`src/rtl/mmio_timer_responder_if.sv`:
```
// Load/store bus between the core data-memory port and the timer responder.
// Signal names follow the original core port names so the top-level wiring is unchanged.
interface mmio_timer_responder_if;
   logic        MemRead;
   logic        MemWrite;
   logic [31:0] address;
   logic [31:0] write_data;
   logic [31:0] read_data;
   logic        hit;
   logic        irq;

   modport master (
      output MemRead, MemWrite, address, write_data,
      input  read_data, hit, irq
   );

   modport slave (
      input  MemRead, MemWrite, address, write_data,
      output read_data, hit, irq
   );
endinterface

```
`src/rtl/mmio_timer_responder.sv`:
```
// Memory-mapped timer: prescaled counter, compare register, sticky match flag and level irq.
// Reads are combinational in the access cycle; writes and counting update on the rising clk edge.
module mmio_timer_responder #(
   parameter logic [31:0] BASE_ADDR  = 32'h0000_1000,
   parameter int unsigned WIDTH      = 32,
   parameter int unsigned PRESCALE_W = 8
) (
   input  logic                  clk,
   input  logic                  rst,
   mmio_timer_responder_if.slave bus
);

   localparam logic [1:0] OFF_CTRL    = 2'd0;
   localparam logic [1:0] OFF_COUNT   = 2'd1;
   localparam logic [1:0] OFF_COMPARE = 2'd2;
   localparam logic [1:0] OFF_STATUS  = 2'd3;

   logic                  r_en;
   logic                  r_auto;
   logic                  r_irq_en;
   logic [PRESCALE_W-1:0] r_prescale;
   logic [PRESCALE_W-1:0] r_pre_cnt;
   logic [WIDTH-1:0]      r_count;
   logic [WIDTH-1:0]      r_compare;
   logic                  r_match;

   logic                  w_hit;
   logic [1:0]            w_off;
   logic                  w_wr;
   logic                  w_wr_ctrl;
   logic                  w_wr_count;
   logic                  w_wr_compare;
   logic                  w_wr_status;
   logic                  w_new_en;
   logic [PRESCALE_W-1:0] w_new_prescale;
   logic                  w_ctrl_restart;
   logic                  w_tick;
   logic                  w_cmp_eq;
   logic [WIDTH-1:0]      w_tick_count;
   logic [31:0]           w_ctrl_rd;
   logic [31:0]           w_count_rd;
   logic [31:0]           w_compare_rd;
   logic [31:0]           w_status_rd;
   logic                  w_unused;

   assign w_hit = (bus.address[31:4] == BASE_ADDR[31:4]);
   assign w_off = bus.address[3:2];
   assign w_wr  = bus.MemWrite && w_hit;

   assign w_wr_ctrl    = w_wr && (w_off == OFF_CTRL);
   assign w_wr_count   = w_wr && (w_off == OFF_COUNT);
   assign w_wr_compare = w_wr && (w_off == OFF_COMPARE);
   assign w_wr_status  = w_wr && (w_off == OFF_STATUS);

   assign w_new_en       = bus.write_data[0];
   assign w_new_prescale = bus.write_data[8 +: PRESCALE_W];
   // Restarting the prescaler only when EN or PRESCALE actually change keeps phase across benign CTRL writes.
   assign w_ctrl_restart = w_wr_ctrl &&
                           ((w_new_en != r_en) || (w_new_prescale != r_prescale));

   assign w_tick       = r_en && (r_pre_cnt == r_prescale);
   assign w_cmp_eq     = w_tick && (r_count == r_compare);
   assign w_tick_count = (w_cmp_eq && r_auto) ? '0 : r_count + WIDTH'(1);

   assign w_unused = ^{bus.address[1:0], bus.write_data};

   always_ff @(posedge clk or negedge rst) begin
      if (!rst) begin
         r_en       <= 1'b0;
         r_auto     <= 1'b0;
         r_irq_en   <= 1'b0;
         r_prescale <= '0;
      end else if (w_wr_ctrl) begin
         r_en       <= w_new_en;
         r_auto     <= bus.write_data[1];
         r_irq_en   <= bus.write_data[2];
         r_prescale <= w_new_prescale;
      end
   end

   always_ff @(posedge clk or negedge rst) begin
      if (!rst) begin
         r_pre_cnt <= '0;
      end else if (w_ctrl_restart || !r_en || w_tick) begin
         r_pre_cnt <= '0;
      end else begin
         r_pre_cnt <= r_pre_cnt + PRESCALE_W'(1);
      end
   end

   // A CPU write to COUNT wins over the tick update; the tick's compare already used the old COUNT.
   always_ff @(posedge clk or negedge rst) begin
      if (!rst) begin
         r_count <= '0;
      end else if (w_wr_count) begin
         r_count <= bus.write_data[WIDTH-1:0];
      end else if (w_tick) begin
         r_count <= w_tick_count;
      end
   end

   always_ff @(posedge clk or negedge rst) begin
      if (!rst) begin
         r_compare <= '1;
      end else if (w_wr_compare) begin
         r_compare <= bus.write_data[WIDTH-1:0];
      end
   end

   // A match on the same edge as a write-1-clear keeps MATCH set.
   always_ff @(posedge clk or negedge rst) begin
      if (!rst) begin
         r_match <= 1'b0;
      end else if (w_cmp_eq) begin
         r_match <= 1'b1;
      end else if (w_wr_status && bus.write_data[0]) begin
         r_match <= 1'b0;
      end
   end

   always_comb begin
      w_ctrl_rd                   = '0;
      w_ctrl_rd[0]                = r_en;
      w_ctrl_rd[1]                = r_auto;
      w_ctrl_rd[2]                = r_irq_en;
      w_ctrl_rd[8 +: PRESCALE_W]  = r_prescale;
      w_count_rd                  = '0;
      w_count_rd[WIDTH-1:0]       = r_count;
      w_compare_rd                = '0;
      w_compare_rd[WIDTH-1:0]     = r_compare;
      w_status_rd                 = '0;
      w_status_rd[0]              = r_match;
   end

   always_comb begin
      bus.read_data = '0;
      if (bus.MemRead && w_hit) begin
         unique case (w_off)
            OFF_CTRL:    bus.read_data = w_ctrl_rd;
            OFF_COUNT:   bus.read_data = w_count_rd;
            OFF_COMPARE: bus.read_data = w_compare_rd;
            OFF_STATUS:  bus.read_data = w_status_rd;
            default:     bus.read_data = '0;
         endcase
      end
   end

   assign bus.hit = w_hit;
   assign bus.irq = r_match && r_irq_en;

endmodule

```
`src/flat_wrapper.sv`:
```
// flat-port wrapper written by rule: the top's interface ports become plain ports
module mmio_timer_responder_flat 
#(
   parameter logic [31:0] BASE_ADDR  = 32'h0000_1000,
   parameter int unsigned WIDTH      = 32,
   parameter int unsigned PRESCALE_W = 8
)
  (clk, rst, bus_MemRead, bus_MemWrite, bus_address, bus_write_data, bus_read_data, bus_hit, bus_irq);
  mmio_timer_responder_if bus_i ();
  input  logic clk;
  input  logic rst;
  input wire logic [$bits(bus_i.MemRead)-1:0] bus_MemRead;
  input wire logic [$bits(bus_i.MemWrite)-1:0] bus_MemWrite;
  input wire logic [$bits(bus_i.address)-1:0] bus_address;
  input wire logic [$bits(bus_i.write_data)-1:0] bus_write_data;
  output wire logic [$bits(bus_i.read_data)-1:0] bus_read_data;
  output wire logic [$bits(bus_i.hit)-1:0] bus_hit;
  output wire logic [$bits(bus_i.irq)-1:0] bus_irq;
  assign bus_i.MemRead = bus_MemRead;
  assign bus_i.MemWrite = bus_MemWrite;
  assign bus_i.address = bus_address;
  assign bus_i.write_data = bus_write_data;
  assign bus_read_data = bus_i.read_data;
  assign bus_hit = bus_i.hit;
  assign bus_irq = bus_i.irq;
  mmio_timer_responder #(.BASE_ADDR(BASE_ADDR), .WIDTH(WIDTH), .PRESCALE_W(PRESCALE_W)) u_core (.clk(clk), .rst(rst), .bus(bus_i));
endmodule
```
`config.mk`:
```
export PLATFORM = sky130hd
export DESIGN_NAME = mmio_timer_responder_flat
export DESIGN_NICKNAME = d
export VERILOG_FILES = /design/src/rtl/mmio_timer_responder_if.sv /design/src/rtl/mmio_timer_responder.sv /design/src/flat_wrapper.sv
export SDC_FILE = /design/constraint.sdc
export NUM_CORES = 1
export LEC_CHECK = 0
export CORE_UTILIZATION = 67
export CTS_BUF_LIST = sky130_fd_sc_hd__clkbuf_8
export DETAILED_ROUTE_END_ITERATION = 10
export DONT_BUFFER_PORTS = 1
export PLACE_DENSITY = 0.83
export SKIP_LAST_GASP = 1
export SYNTH_ARGS = -nofsm -noshare
export SYNTH_HDL_FRONTEND = slang
export SYNTH_SLANG_ARGS = --single-unit
```
`constraint.sdc`:
```
create_clock -name clk -period 3 [get_ports clk]
set_input_delay 0.6 -clock clk [delete_from_list [all_inputs] [get_ports clk]]
set_output_delay 0.6 -clock clk [all_outputs]
set_load 0.02 [all_outputs]
```
==> results.json <==
{
  "status": "complete, no violations",
  "final_area_um2": 6060,
  "drive_gt1_share_pct": 24.7,
  "drv_slew": 0,
  "die_w_um": 93.7,
  "crit_type": "register to register",
  "ys_seq_area_share_pct": 38.0,
  "finalCritPeriodShare_pct": 90.0,
  "ys_ff_latch": 84,
  "startpoint": "u_core.r_count[2]",
  "hpwl_mm": 10.4,
  "hold_path_class": "input pin to async pin",
  "synth_area_um2": 5640,
  "ios": 102,
  "final_common_cell": "nor2_1",
  "die-height_um": 93.7,
  "r2r-start": "u_core.r_count[2]",
  "fillers": 582,
  "holdWs_ns": 0.0624,
  "first_pass_iters": 6,
  "fmax_ghz": 0.370,
  "synth_edf_count": 0,
  "cp.arrival_ns": 2.95,
  "finalSetupViolations": 0,
  "start_util_pct": 68.9,
  "final_nets": 688,
  "worst_pin_slew_ns": 0.712,
  "numClockSinks": 84,
  "fp.coreArea_um2": 8180,
  "wl_mm": 15.6,
  "dpl_cell_area_um2": 5830,
  "power_uw": 2050,
  "worst_setup_path_end_kind": "register",
  "routed_via_density": 7.03,
  "start_kind": "register",
  "syn_avg_cell_area_um2": 9.23,
  "die_area_um2": 8780,
  "mostFrequentLayoutCells": "nor2_1 (69), dfrtp_1 (52), nand2_1 (49)",
  "grt_setup_unrepaired": "no",
  "synthFlopType": "dfrtp_1",
  "htree_levels": 3,
  "setup-tns-final_ns": 0,
  "finalClockSkew_ns": 0.00573,
  "syn_to_final_growth_pct": 7.59,
  "synth_cells": 611,
  "critPathRequiredTime_ns": 3.25,
  "leakage_uw": 0.00250,
  "p_per_area_nw_per_um2": 338,
  "ctsRootBufferMaster": "clkbuf_8",
  "slew_headroom_pct": 52.1,
  "rows": 33,
  "clk_pin_slew_ns": 0.09,
  "async_flop_share_pct": 100,
  "grt_pass1_vias": 4978,
  "port_buffers": 0,
  "antenna_cells": 0,
  "path_max_fanout": 18,
  "peakVddDrop_v": 0.000215,
  "post-route-drc-count": 0,
  "gp_congestion": 0.911,
  "grt_max_degree": 53,
  "cts_tree": "yes",
  "wl_per_cell_um": 21.4,
  "final_hold_viol_count": 0,
  "clk_path_buf_depth": 2,
  "dp.cells": 711,
  "drtIter0Drc": 614,
  "drtAntennaViolNets": 0,
  "overflow": 0,
  "synth_nets": 681,
  "synthDistinctLibCells": 56,
  "clk_latency_ns": 0.37,
  "via_count": 5120,
  "yosys_warnings": 0,
  "final_cells": 728,
  "cts_buffers": 9,
  "maxCapViolations": 0,
  "grt_pass1_wl_mm": 25.0,
  "fin_crit_ns": 2.70,
  "post_cts_resize_count": 0,
  "antenna_found_initial": 0,
  "grt_usage_pct": 37.4
}
[synthesized netlist by cell type (all sizes together) (3+ instances only)]
library cell	number	area [µm²]
mux2i	11	110
and3	25	160
a221oi	6	52.6
buf	12	73.8
xnor2	36	315
a2bb2oi	6	52.6
nor4b	3	26.3
nor4	26	199
a41oi	3	26.3
xor2	20	175
o211ai	3	22.5
dfstp	32	841
o21ai	19	95.1
nor2	69	259
clkbuf	39	223
inv	3	11.3
a21oi	22	110
a22oi	25	188
a31oi	9	62.6
nand2	49	184
nand4	22	159
mux2	43	484
nand3	39	195
dfrtp	52	1300
nor3	12	87.6
[layer usage]
layer	track usage (%)	wire length (µm)	part of all wire, %	up-vias
li1	-	-	-	2247
met1	48.8	6030	39	2475
met2	59.1	7460	48	347
met3	8.82	1700	11	51
met4	17.1	415	2.7	0
met5	0	0	0	-
[final cells by class]
| cell class | instances | area [µm²] | area share [%] |
|---|---|---|---|
| repair buffers | 47 | 385 | 6.35 |
| clock buffers | 11 | 151 | 2.50 |
| clock inverters | 5 | 51.3 | 0.846 |
| flip-flops and latches | 84 | 2140 | 35.3 |
| inverters | 3 | 11.3 | 0.186 |
| well taps | 105 | 131 | 2.17 |
| multi-input cells | 473 | 3190 | 52.6 |
[worst paths after layout]
kind | end | depth (start not counted) | slack [ns]
min in group clk | u_core.r_count[15] | 2 | 0.36
hold / removal | u_core.r_compare[2] | 0 | 0.06
setup / recovery | u_core.r_count[5] | 7 | 0.30
setup reg to reg | u_core.r_count[5] | 7 | 0.30
max in group asynchronous | u_core.r_prescale[3] | 1 | 2.68
hold reg to reg | u_core.r_match | 1 | 0.54
[kinds of logic (layout without fill, tap and decap cells)]
logic type | Yosys count | after routing | share of synthesized area (%)
and+or+nand+nor | 261 | 261 | 24.7
AOI/OAI and AO/OA | 99 | 99 | 11.7
DFF | 84 | 84 | 38.0
xor gates and xnor gates | 56 | 56 | 8.70
muxes | 55 | 55 | 10.9
buffers and inverters | 54 | 66 | 5.46
adders and majority gates | 2 | 2 | 0.444
[sequential cells by signal, summed over array words and instances, names as in the netlist]
name / flops
u_core.r_match: 1
u_core.r_irq_en: 1
u_core.r_en: 1
u_core.r_count: 32
u_core.r_prescale: 8
u_core.r_auto: 1
u_core.r_pre_cnt: 8
u_core.r_compare: 32
[stage by stage]
step                      setup WS, ns  utilization [%]
after floorplan                 0.0134                -
after global placement           0.377             71.4
after detailed placement         0.337             71.4
after CTS                        0.331             74.2
after global routing             0.192             74.2
final                            0.300             74.2
[what timing repair did]
item | CTS | global route
endpoints found under the hold margin | 52 | 0
hold buffers | 1 | 0
buffers inserted | 0 | 0
[power breakdown]
group          internal, µW  total (µW)  switching [µW]
clock                   425         855             430
sequential             1130        1130           0.230
combinational          21.1        59.3            38.2
total                  1580        2050             469
[worst max-delay path: stages (launching register included)]
cell	delay (ns)
dfrtp_1	0.46
xnor2_1	0.35
nand4_1	0.22
nor4_2	0.66
nand4_1	0.20
buf_4	0.25
a221oi_1	0.33
a21oi_1	0.10
No activity file was read; power rests on OpenSTA's default activity.
